<file path="src/rtl/writeback_if.sv">
// Writeback stage bus bundle: execute handoff, load response,
// register-file write port, hazard and error indications.
interface writeback_if;
    logic        ex_valid;
    logic        ex_ready;
    logic        ex_load;
    logic        ex_wren;
    logic [4:0]  ex_rd;
    logic [31:0] ex_result;
    logic [1:0]  ex_lsize;
    logic        ex_lsign;
    logic [1:0]  ex_laddr;
    logic        mem_rvalid;
    logic [31:0] mem_rdata;
    logic        wb_wren;
    logic [4:0]  wb_waddr;
    logic [31:0] wb_wdata;
    logic        pend_valid;
    logic [4:0]  pend_rd;
    logic        err_timeout;
    logic        err_spurious;

    // Environment side: execute stage, memory and register file.
    modport master (
        output ex_valid, ex_load, ex_wren, ex_rd, ex_result,
        output ex_lsize, ex_lsign, ex_laddr,
        output mem_rvalid, mem_rdata,
        input  ex_ready, wb_wren, wb_waddr, wb_wdata,
        input  pend_valid, pend_rd, err_timeout, err_spurious
    );

    // Writeback stage side.
    modport slave (
        input  ex_valid, ex_load, ex_wren, ex_rd, ex_result,
        input  ex_lsize, ex_lsign, ex_laddr,
        input  mem_rvalid, mem_rdata,
        output ex_ready, wb_wren, wb_waddr, wb_wdata,
        output pend_valid, pend_rd, err_timeout, err_spurious
    );
endinterface

</file>
<file path="src/rtl/writeback.sv">
// Writeback stage: retires ALU results in one cycle, waits for
// load data with a timeout, aligns/extends it and writes rd.
module writeback #(
    parameter int unsigned TIMEOUT = 256
) (
    input  logic       clk,
    input  logic       rst,
    writeback_if.slave bus
);

    typedef enum logic {
        IDLE,
        WAIT_LOAD
    } state_t;

    localparam logic [15:0] LP_LAST = 16'(TIMEOUT - 1);

    state_t      r_state;
    logic [15:0] r_cnt;
    logic [4:0]  r_rd;
    logic        r_wren;
    logic [1:0]  r_lsize;
    logic        r_lsign;
    logic [1:0]  r_laddr;
    logic        r_wb_wren;
    logic [4:0]  r_wb_waddr;
    logic [31:0] r_wb_wdata;
    logic        r_tmo;
    logic        r_spur;

    logic [7:0]  w_byte;
    logic [15:0] w_half;
    logic [31:0] w_ldata;
    logic        w_pend;

    // Select and extend the addressed byte/half of the load word.
    always_comb begin
        w_byte  = 8'h00;
        w_half  = 16'h0000;
        w_ldata = bus.mem_rdata;
        case (r_laddr)
            2'd0:    w_byte = bus.mem_rdata[7:0];
            2'd1:    w_byte = bus.mem_rdata[15:8];
            2'd2:    w_byte = bus.mem_rdata[23:16];
            default: w_byte = bus.mem_rdata[31:24];
        endcase
        w_half = r_laddr[1] ? bus.mem_rdata[31:16] : bus.mem_rdata[15:0];
        case (r_lsize)
            2'd0:    w_ldata = {{24{r_lsign & w_byte[7]}}, w_byte};
            2'd1:    w_ldata = {{16{r_lsign & w_half[15]}}, w_half};
            default: w_ldata = bus.mem_rdata;
        endcase
    end

    // Control FSM with registered write port and error pulses.
    always_ff @(posedge clk or posedge rst) begin
        if (rst) begin
            r_state    <= IDLE;
            r_cnt      <= '0;
            r_rd       <= '0;
            r_wren     <= 1'b0;
            r_lsize    <= '0;
            r_lsign    <= 1'b0;
            r_laddr    <= '0;
            r_wb_wren  <= 1'b0;
            r_wb_waddr <= '0;
            r_wb_wdata <= '0;
            r_tmo      <= 1'b0;
            r_spur     <= 1'b0;
        end else begin
            r_wb_wren <= 1'b0;
            r_tmo     <= 1'b0;
            r_spur    <= 1'b0;
            case (r_state)
                IDLE: begin
                    r_spur <= bus.mem_rvalid;
                    if (bus.ex_valid) begin
                        if (bus.ex_load) begin
                            r_rd    <= bus.ex_rd;
                            r_wren  <= bus.ex_wren;
                            r_lsize <= bus.ex_lsize;
                            r_lsign <= bus.ex_lsign;
                            r_laddr <= bus.ex_laddr;
                            r_cnt   <= '0;
                            r_state <= WAIT_LOAD;
                        end else begin
                            r_wb_wren  <= bus.ex_wren && (bus.ex_rd != 5'd0);
                            r_wb_waddr <= bus.ex_rd;
                            r_wb_wdata <= bus.ex_result;
                        end
                    end
                end
                WAIT_LOAD: begin
                    if (bus.mem_rvalid) begin
                        r_wb_wren  <= r_wren && (r_rd != 5'd0);
                        r_wb_waddr <= r_rd;
                        r_wb_wdata <= w_ldata;
                        r_state    <= IDLE;
                    end else if (r_cnt == LP_LAST) begin
                        r_tmo   <= 1'b1;
                        r_state <= IDLE;
                    end else begin
                        r_cnt <= r_cnt + 16'd1;
                    end
                end
                default: r_state <= IDLE;
            endcase
        end
    end

    assign w_pend           = (r_state == WAIT_LOAD) && r_wren && (r_rd != 5'd0);
    assign bus.ex_ready     = (r_state == IDLE);
    assign bus.pend_valid   = w_pend;
    assign bus.pend_rd      = w_pend ? r_rd : 5'd0;
    assign bus.wb_wren      = r_wb_wren;
    assign bus.wb_waddr     = r_wb_waddr;
    assign bus.wb_wdata     = r_wb_wdata;
    assign bus.err_timeout  = r_tmo;
    assign bus.err_spurious = r_spur;

endmodule

</file>
<file path="src/flat_wrapper.sv">
// flat-port wrapper written by rule: the top's interface ports become plain ports
module writeback_flat 
#(
    parameter int unsigned TIMEOUT = 256
)
  (clk, rst, bus_ex_valid, bus_ex_load, bus_ex_wren, bus_ex_rd, bus_ex_result, bus_ex_lsize, bus_ex_lsign, bus_ex_laddr, bus_mem_rvalid, bus_mem_rdata, bus_ex_ready, bus_wb_wren, bus_wb_waddr, bus_wb_wdata, bus_pend_valid, bus_pend_rd, bus_err_timeout, bus_err_spurious);
  writeback_if bus_i ();
  input  logic clk;
  input  logic rst;
  input wire logic [$bits(bus_i.ex_valid)-1:0] bus_ex_valid;
  input wire logic [$bits(bus_i.ex_load)-1:0] bus_ex_load;
  input wire logic [$bits(bus_i.ex_wren)-1:0] bus_ex_wren;
  input wire logic [$bits(bus_i.ex_rd)-1:0] bus_ex_rd;
  input wire logic [$bits(bus_i.ex_result)-1:0] bus_ex_result;
  input wire logic [$bits(bus_i.ex_lsize)-1:0] bus_ex_lsize;
  input wire logic [$bits(bus_i.ex_lsign)-1:0] bus_ex_lsign;
  input wire logic [$bits(bus_i.ex_laddr)-1:0] bus_ex_laddr;
  input wire logic [$bits(bus_i.mem_rvalid)-1:0] bus_mem_rvalid;
  input wire logic [$bits(bus_i.mem_rdata)-1:0] bus_mem_rdata;
  output wire logic [$bits(bus_i.ex_ready)-1:0] bus_ex_ready;
  output wire logic [$bits(bus_i.wb_wren)-1:0] bus_wb_wren;
  output wire logic [$bits(bus_i.wb_waddr)-1:0] bus_wb_waddr;
  output wire logic [$bits(bus_i.wb_wdata)-1:0] bus_wb_wdata;
  output wire logic [$bits(bus_i.pend_valid)-1:0] bus_pend_valid;
  output wire logic [$bits(bus_i.pend_rd)-1:0] bus_pend_rd;
  output wire logic [$bits(bus_i.err_timeout)-1:0] bus_err_timeout;
  output wire logic [$bits(bus_i.err_spurious)-1:0] bus_err_spurious;
  assign bus_i.ex_valid = bus_ex_valid;
  assign bus_i.ex_load = bus_ex_load;
  assign bus_i.ex_wren = bus_ex_wren;
  assign bus_i.ex_rd = bus_ex_rd;
  assign bus_i.ex_result = bus_ex_result;
  assign bus_i.ex_lsize = bus_ex_lsize;
  assign bus_i.ex_lsign = bus_ex_lsign;
  assign bus_i.ex_laddr = bus_ex_laddr;
  assign bus_i.mem_rvalid = bus_mem_rvalid;
  assign bus_i.mem_rdata = bus_mem_rdata;
  assign bus_ex_ready = bus_i.ex_ready;
  assign bus_wb_wren = bus_i.wb_wren;
  assign bus_wb_waddr = bus_i.wb_waddr;
  assign bus_wb_wdata = bus_i.wb_wdata;
  assign bus_pend_valid = bus_i.pend_valid;
  assign bus_pend_rd = bus_i.pend_rd;
  assign bus_err_timeout = bus_i.err_timeout;
  assign bus_err_spurious = bus_i.err_spurious;
  writeback #(.TIMEOUT(TIMEOUT)) u_core (.clk(clk), .rst(rst), .bus(bus_i));
endmodule
</file>
<file path="config.mk">
export PLATFORM = sky130hd
export DESIGN_NAME = writeback_flat
export DESIGN_NICKNAME = d
export VERILOG_FILES = /design/src/rtl/writeback_if.sv /design/src/rtl/writeback.sv /design/src/flat_wrapper.sv
export SDC_FILE = /design/constraint.sdc
export NUM_CORES = 1
export LEC_CHECK = 0
export BUFFER_PORTS_ARGS = -buffer_cell sky130_fd_sc_hd__buf_2
export CAP_MARGIN = 20
export CORE_ASPECT_RATIO = 1.2
export CORE_MARGIN = 10
export CORE_UTILIZATION = 45
export CTS_BUF_LIST = sky130_fd_sc_hd__clkbuf_4
export DETAILED_ROUTE_END_ITERATION = 6
export PLACE_DENSITY = 0.72
export RECOVER_POWER = 50
export SYNTH_ARGS = -nofsm -noshare
export SYNTH_HDL_FRONTEND = slang
export SYNTH_SLANG_ARGS = --single-unit
</file>
<file path="constraint.sdc">
create_clock -name clk -period 2.4 [get_ports clk]
set_input_delay 0.12 -clock clk [delete_from_list [all_inputs] [get_ports clk]]
set_output_delay 0.12 -clock clk [all_outputs]
set_load 0.03 [all_outputs]
</file>
==> key figures, run 1 <==
Critical path
  – Crit path kind: register to register
  – CP max stage cell: and3b_1
  – CP Max Fanout: 17
  – Critical path's largest stage delay: 590 ps
  – CP Capture Type: register
  – WP data required: 2750 ps
  – Buf/Inv on CP: 0
  – Crit path cell chain: and3b_1 > o211ai_1 > or3_1 > a21oi_1
  – Crit path arrival time: 2380 ps
  – Worst setup SP type: register
  – CP delay by family, top: simple AND/OR/NAND/NOR gates

Die
  – Die ar.: 13200 um2
  – CORE AREA: 8660 um2
  – Die height: 124 um
  – Std cell rows: 37
  – Initial Util: 46.6%
  – IO Count: 127
  – Die X: 106 um

Clocking
  – Clock latency on the worst-skew pair: 430 ps
  – CTS tree: yes
  – Sink Count: 68
  – Clock Pin Slew Worst Setup and Hold Paths: 120 ps
  – Longest Clk Path Bufs: 2
  – H-tree depth: 3
  – Root Buffer: clkbuf_4
  – Setup Buffers After CTS: 0
  – TritonCTS Buffers: 9

Place
  – GPL Wtd Cong: 0.879
  – Cell count after placement: 687
  – Hpwl dp: 9.35 mm
  – Dpl ws: 413 ps
  – Port bufs: 126

Power
  – Power Density: 751 nW/um2
  – Peak supply drop: 0.258 mV
  – Total power: 3930 uW
  – Pleak: 0.00241 uW

Synth
  – Synth Area per Inst: 8.69 um2
  – Synth cell types: 52
  – Predominant post-synthesis flop cell: dfrtp_1
  – YS warnings: 0
  – Post-synth EDFFs: 0
  – Cells after synthesis: 464
  – Yosys reg bits: 68
  – Post-synthesis async set-or-reset flop share: 100%
  – Syn Nets: 545
  – Sequential-to-total area share from yosys stat: 42.2%
  – Post-Syn Area: 4030 um2

Timing
  – Clk_skew: 25.6 ps
  – Fin. Hold Viols: 0
  – Final clock period utilization by the worst path: 84.6%
  – Final worst setup slack: 370 ps
  – RSZ-0062 raised after global routing: no
  – Slew Viols, Final: 0
  – Final setup fails: 0
  – Slew margin rel.: 32.7%
  – Post-route setup TNS: 0 ps
  – Max frequency: 0.493 GHz
  – Min Clock Period, post-route: 2030 ps
  – Least-Margin Pin Slew: 1010 ps

Drt
  – DR WL/cell: 16.9 um
  – Pre-antenna DRT Iters: 5
  – Metal-1 WL: 5.23 mm
  – Number of vias per cell: 5.47
  – Top Metal Used: met4
  – # DRC: 0
  – Vias: 4034
  – WL met3: 1.06 mm
  – Post-DRT Antenna Nets: 0
  – Drt first-iter violations: 150
  – Final WL: 12.5 mm
  – Met2 WL post-DR: 6.12 mm

Finish
  – Most common cell after layout, fill and taps aside: buf_2
  – Most frequent cells in the layout: buf_2, nand2_1, dfrtp_1
  – Layout cells sized above 1: 25.2%
  – N_diodes: 0
  – Final Util: 60.5%
  – # nets final: 696
  – Area Growth Syn to Fin: 30.0%
  – Fin cells: 737

Job
  – MaxCap Viol Count: 0

Global route
  – Initial antenna violation count: 0
  – First-pass GRT wire length: 20.4 mm
  – Gr usage total: 18.9%
  – Overflow after GRT: 0
  – Largest net degree at the start of global routing: 46
  – Number of global-route vias before repair: 4064

Status
  – Outcome: complete, no violations

Worst hold path
  – Worst min path class: input port to register
[per-stage QoR]
step                instance area, um2  hold WS (ps)
floorplan                         4030           225
global placement                  4760           196
global route                      5240          13.7
detailed placement                4760           206
CTS                               5270          1.08
finish                            5240          18.3
[repair_timing]
action | CTS | global route
hold endpoints to repair | 58 | 0
gates resized for setup | 0 | 0
hold buffers | 34 | 0
[per-layer routing]
| metal | track usage (%) | vias up |
|---|---|---|
| li1 | - | 1975 |
| met1 | 23.0 | 1894 |
| met2 | 32.7 | 154 |
| met3 | 5.79 | 11 |
| met4 | 3.05 | 0 |
| met5 | 0 | - |
[worst paths after layout]
path,start,end,slack [ps],cells after the start
min in group asynchronous,rst,u_core.bus.wb_wdata[26],460,3
max in group asynchronous,rst,u_core.r_state,1170,4
min,bus_mem_rdata[1],u_core.bus.wb_wdata[1],20,3
max reg2reg,u_core.r_state,u_core.r_cnt[8],370,4
max,u_core.r_state,u_core.r_cnt[8],370,4
min reg2reg,u_core.bus.wb_waddr[1],u_core.bus.wb_waddr[1],500,2
[cells in the mapped netlist (all sizes together) (6+ instances only)]
cell type | number | area share [%]
o221ai | 7 | 1.5
nor2b | 17 | 2.6
nand3b | 8 | 1.5
o31ai | 6 | 1.1
dfrtp | 68 | 42
nor2 | 36 | 3.4
nand2 | 76 | 7.1
a21oi | 30 | 3.7
buf | 12 | 2.1
o21ai | 27 | 3.4
clkbuf | 21 | 2.0
nand3 | 11 | 1.4
and3 | 7 | 1.1
nor3 | 25 | 3.1
mux2i | 21 | 5.2
a211oi | 16 | 4.2
and3b | 7 | 1.5
a41o | 6 | 1.6
inv | 10 | 0.93
nand2b | 6 | 0.93
[power breakdown]
part	total [uW]	switching, uW	internal [uW]
Combinational	1500	981	517
Clock	898	468	429
Sequential	1540	172	1370
[cell families after synthesis]
| kind of cell | synth area share [%] |
|---|---|
| flip-flops | 42.2 |
| buffers and inverters | 5.09 |
| AO/OA/AOI/OAI | 19.1 |
| multiplexers | 5.49 |
| adder cells (fa/ha/maj) | 0.310 |
| XOR/XNOR | 0.435 |
| AND/OR/NAND/NOR | 27.3 |
[layout make-up]
cell class / instances / area, um2
Timing Repair Buffer: 173 / 1050
Clock buffer: 9 / 67.6
Fill cell: 795 / 3420
Clock inverter: 7 / 100
Multi-Input combinational cell: 352 / 2130
Inverter: 11 / 41.3
Tap cell: 117 / 146
Sequential cell: 68 / 1700
[worst register-to-register path, delay by kind of cell (launching register included)]
family | cells | cell delay [ps]
DFF | 1 | 540
AOI/OAI and AO/OA | 2 | 450
and+or+nand+nor | 2 | 970
[registers in the layout, indices dropped and copies added, names as in the netlist, 2 cells and up]
register	flops
u_core.r_lsize	2
u_core.r_laddr	2
u_core.bus.wb_waddr	5
u_core.r_rd	5
u_core.r_cnt	16
u_core.bus.wb_wdata	32
(Power assumes the default switching activity.)
==> run 2, diff against run 1 <==
PLACE_DENSITY = 0.75   (was 0.72)
clock period = 1.8 ns   (was 2.4 ns; I/O delays follow)
==> key figures, run 2 (synthesis gave the netlist of run 1 again) <==
Status
  – Outcome: complete, no violations

Finish
  – Most common cell after layout, fill and taps aside: buf_2
  – # nets final: 727
  – Final Util: 63.8%
  – Multi-input gate area: 2150 um2
  – Layout cells sized above 1: 26.6%
  – Filler cells: 724
  – Most frequent cells in the layout: buf_2, nand2_1, dfrtp_1
  – N_diodes: 0
  – Largest register FFs: 32
  – Area Growth Syn to Fin: 37.0%
  – Storage cell area: 1700 um2

Drt
  – Final WL: 13.8 mm
  – DR WL/cell: 18.0 um
  – Vias: 4387
  – Drt first-iter violations: 215
  – Number of vias per cell: 5.71
  – # DRC: 0
  – Post-DRT Antenna Nets: 0
  – Pre-antenna DRT Iters: 5

Clocking
  – Longest Clk Path Bufs: 2
  – CTS tree: yes
  – Clock Pin Slew Worst Setup and Hold Paths: 120 ps
  – Clock latency on the worst-skew pair: 440 ps
  – Sink Count: 68
  – Root Buffer: clkbuf_4
  – TritonCTS Buffers: 9
  – H-tree depth: 3

Worst hold path
  – Worst min path class: input port to register

Critical path
  – Critical path's largest stage delay: 420 ps
  – CP max stage cell: dfrtp_1
  – WP data required: 2170 ps
  – Crit path kind: register to register
  – Worst setup SP type: register
  – CP Capture Type: register
  – Crit path arrival time: 2070 ps
  – Crit path cell chain: ha_1 > and4_2 > o211ai_1 > or3_1 > a21oi_1
  – CP Max Fanout: 5

Timing
  – Min Clock Period, post-route: 1700 ps
  – RSZ-0062 raised after global routing: no
  – Slew margin rel.: 20.2%
  – Final clock period utilization by the worst path: 94.6%
  – Max frequency: 0.587 GHz
  – Final setup fails: 0
  – Final worst setup slack: 97.8 ps
  – Fin. Hold Viols: 0
  – Clk_skew: 11.2 ps
  – Least-Margin Pin Slew: 1190 ps
  – Slew Viols, Final: 0
  – Worst Hold Margin: 17.7 ps

Power
  – Pleak: 0.00253 uW
  – Power Density: 914 nW/um2
  – Switching part of the total: 42.9%
  – NetSw: 2160 uW
  – Reg power frac: 40.2%
  – Peak supply drop: 0.407 mV
  – Combinational power share: 42.7%
  – Clock power share: 17.2%
  – Internal power: 2880 uW

Global route
  – Gr usage total: 20.7%
  – Initial antenna violation count: 0
  – First-pass GRT wire length: 22.0 mm
  – Overflow after GRT: 0
  – Largest net degree at the start of global routing: 46
  – Number of global-route vias before repair: 4384

Job
  – MaxCap Viol Count: 0

Die
  – Initial Util: 46.6%
  – Die ar.: 13200 um2
  – Std cell rows: 37
  – Die height: 124 um
  – CORE AREA: 8660 um2
  – IO Count: 127
  – Die X: 106 um

Place
  – Hpwl dp: 9.87 mm
  – Port bufs: 126
  – GPL Wtd Cong: 0.817
  – Dpl ws: 90.7 ps
run 2: cell type report:
type	count	area share [%]
tap	117	2.65
clock buffer	10	1.36
clock inverter	6	0.566
sequential	68	30.9
inverter	11	0.770
multi-input combinational	352	39.0
timing repair buffer	204	24.8
run 2: final timing paths:
check / from / slack, ps / cells after the start / to
min: bus_ex_result[28] / 20 / 3 / u_core.bus.wb_wdata[28]
max reg2reg: u_core.r_cnt[1] / 100 / 5 / u_core.r_cnt[8]
max in group asynchronous: rst / 640 / 4 / u_core.r_state
min reg2reg: u_core.bus.wb_waddr[3] / 500 / 2 / u_core.bus.wb_waddr[3]
max: u_core.r_cnt[1] / 100 / 5 / u_core.r_cnt[8]
min in group asynchronous: rst / 390 / 3 / u_core.r_cnt[11]
run 2: worst max-delay path: cells and delay by family, from the launching register on:
| family | cells | cell delay (ps) |
|---|---|---|
| adder cells (fa/ha/maj) | 1 | 180 |
| flip-flops | 1 | 420 |
| AND/OR/NAND/NOR | 2 | 650 |
| AO/OA/AOI/OAI | 2 | 370 |
run 2: stage by stage:
| step | total power, uW | TNS [ps] | area [um2] | cells |
|---|---|---|---|---|
| 2_1_floorplan | 3430 | -308 | 4050 | 464 |
| 3_3_place_gp | 4070 | 0 | 4900 | 699 |
| 3_5_place_dp | 4130 | 0 | 4900 | 699 |
| 4_1_cts | 5080 | 0 | 5520 | 766 |
| 5_1_grt | 5340 | 0 | 5520 | 768 |
| 6_report | 5050 | 0 | 5520 | 768 |
run 2: power groups by stage:
| stage | logic, uW | registers, uW | clock network [uW] |
|---|---|---|---|
| after global placement | 2040 | 2030 | 0 |
| after global routing | 2330 | 2070 | 938 |
| final | 2150 | 2030 | 866 |
| after floorplan | 926 | 2510 | 0 |
| after detailed placement | 2090 | 2050 | 0 |
| after CTS | 2180 | 2010 | 883 |
run 2: routing by layer:
metal	track usage (%)	share of wire, %
met1	24.2	39
met2	35.3	49
met3	4.75	8.7
met4	10.3	3.3
met5	0	0
run 2: timing repair:
action	CTS	global route
setup endpoints to repair	0	12
hold endpoints to repair	65	0
hold buffers	51	0
buffers inserted	0	2
gates resized for setup	0	9
==> run 3, diff against run 2 <==
BUFFER_PORTS_ARGS = -buffer_cell sky130_fd_sc_hd__buf_4   (was -buffer_cell sky130_fd_sc_hd__buf_2)
CORE_UTILIZATION = 27   (was 45)
PLACE_DENSITY = not set   (was 0.75)
==> key figures, run 3 (synthesis gave the netlist of run 1 again) <==
Finish
  – Most common cell after layout, fill and taps aside: buf_4
  – # nets final: 728
  – Area Growth Syn to Fin: 47.3%
  – Layout cells sized above 1: 27.8%
  – N_diodes: 0
  – Most frequent cells in the layout: buf_4, nand2_1, dfrtp_1
  – Filler cells: 1465
  – Largest register FFs: 32

Place
  – GPL Wtd Cong: 0.880
  – Hpwl dp: 11.5 mm
  – Port bufs: 126

Die
  – Die ar.: 20200 um2
  – Initial Util: 27.7%
  – CORE AREA: 14500 um2
  – Die X: 132 um
  – Std cell rows: 48
  – Die height: 154 um
  – IO Count: 127

Clocking
  – Clock Pin Slew Worst Setup and Hold Paths: 130 ps
  – Clock latency on the worst-skew pair: 420 ps
  – CTS tree: yes
  – Root Buffer: clkbuf_4
  – H-tree depth: 3
  – Longest Clk Path Bufs: 2
  – TritonCTS Buffers: 9
  – Sink Count: 68

Worst hold path
  – Worst min path class: input port to register
  – Hold Crit Endpoint: u_core.bus.wb_wdata[26]
  – Cells on Worst Hold Path: 3
  – Hold Startpoint: bus_ex_result[26]

Timing
  – Post-route setup TNS: 0 ps
  – Min Clock Period, post-route: 1690 ps
  – Slew margin rel.: 20.4%
  – RSZ-0062 raised after global routing: no
  – Least-Margin Pin Slew: 1190 ps
  – Final setup fails: 0
  – Max frequency: 0.591 GHz
  – Clk_skew: 25.2 ps
  – Slew Viols, Final: 0
  – Fin. Hold Viols: 0
  – Final clock period utilization by the worst path: 94.0%

Critical path
  – Crit path arrival time: 1960 ps
  – R2R Setup Slk: 110 ps
  – CP Max Fanout: 5
  – Reg2Reg Capture Point: u_core.r_cnt[14]
  – CP Capture Type: register
  – WP data required: 2060 ps
  – Worst r2r src: u_core.r_cnt[1]
  – Crit path kind: register to register
  – Worst setup SP type: register
  – Worst r2r path cells: 5

Global route
  – Number of global-route vias before repair: 4375
  – Overflow after GRT: 0
  – Initial antenna violation count: 0
  – First-pass GRT wire length: 24.2 mm
  – Gr usage total: 14.7%
  – Largest net degree at the start of global routing: 34

Status
  – Outcome: complete, no violations

Power
  – Total power: 5530 uW
  – Power Density: 931 nW/um2
  – Peak supply drop: 0.353 mV
  – Pleak: 0.00266 uW

Drt
  – Post-DRT Antenna Nets: 0
  – DR WL/cell: 17.9 um
  – Vias: 4184
  – # DRC: 0
  – Drt first-iter violations: 279
  – Final WL: 15.2 mm
  – Pre-antenna DRT Iters: 4
  – Number of vias per cell: 4.91

Job
  – MaxCap Viol Count: 0
[run 3: report_power, final]
| part | leakage, uW | total [uW] | internal [uW] | switching, uW |
|---|---|---|---|---|
| sequential | 0.000841 | 2030 | 1820 | 208 |
| combinational | 0.00173 | 2310 | 906 | 1400 |
| clock | 0.0000885 | 1190 | 592 | 598 |
[run 3: worst max path at each step]
stage / from / end / slack [ps] / depth (start not counted)
final: u_core.r_cnt[1] / u_core.r_cnt[14] / 110 / 5
after global routing: u_core.r_state / u_core.bus.wb_wdata[19] / 0.2 / 6
after CTS: u_core.r_cnt[8] / u_core.r_cnt[14] / 60 / 4
after detailed placement: u_core.r_cnt[8] / u_core.r_cnt[10] / 120 / 4
after global placement: u_core.r_cnt[8] / u_core.r_cnt[3] / 150 / 5
after floorplan: u_core.r_lsize[0] / u_core.bus.wb_wdata[16] / -30 / 7
[run 3: layer usage]
layer / GRT usage [%] / share of wire [%] / vias to the layer above
met5: 0 / 0 / -
met4: 3.93 / 1.3 / 0
met1: 18.6 / 46 / 2000
met2: 24.8 / 49 / 133
li1: - / - / 2037
met3: 2.93 / 4.6 / 14
[run 3: layout make-up]
class	instances	area [um2]	share of cell area, %
clock buffers	11	82.6	1.39
clock inverters	5	77.6	1.31
inverters	11	42.5	0.716
multi-input cells	352	2150	36.2
flip-flops and latches	68	1700	28.7
well taps	200	250	4.21
repair buffers	205	1640	27.5
[run 3: repair_timing]
| action | CTS | global route |
|---|---|---|
| resized for setup | 0 | 5 |
| hold endpoints to repair | 66 | 1 |
| setup buffers | 0 | 1 |
| hold buffers | 47 | 1 |
| endpoints found under the setup margin | 0 | 9 |
[run 3: worst max-delay path, stage by stage, from the launching register on]
cell,delay (ps)
dfrtp_1,430
ha_1,180
and4_2,290
nand2_1,120
o311ai_0,380
o41ai_1,140
[run 3: through the flow]
| stage | hold slack [ps] | area (um2) | utilization (%) | setup WS (ps) | instances |
|---|---|---|---|---|---|
| floorplan | 195 | 4050 | - | -30.8 | 464 |
| global placement | 196 | 5380 | 37.0 | 154 | 787 |
| detailed placement | 209 | 5380 | 37.0 | 123 | 787 |
| CTS | 1.56 | 6010 | 41.3 | 63.1 | 850 |
| global route | 5.75 | 5940 | 40.9 | 0.178 | 852 |
| finish | 28.7 | 5940 | 40.9 | 107 | 852 |
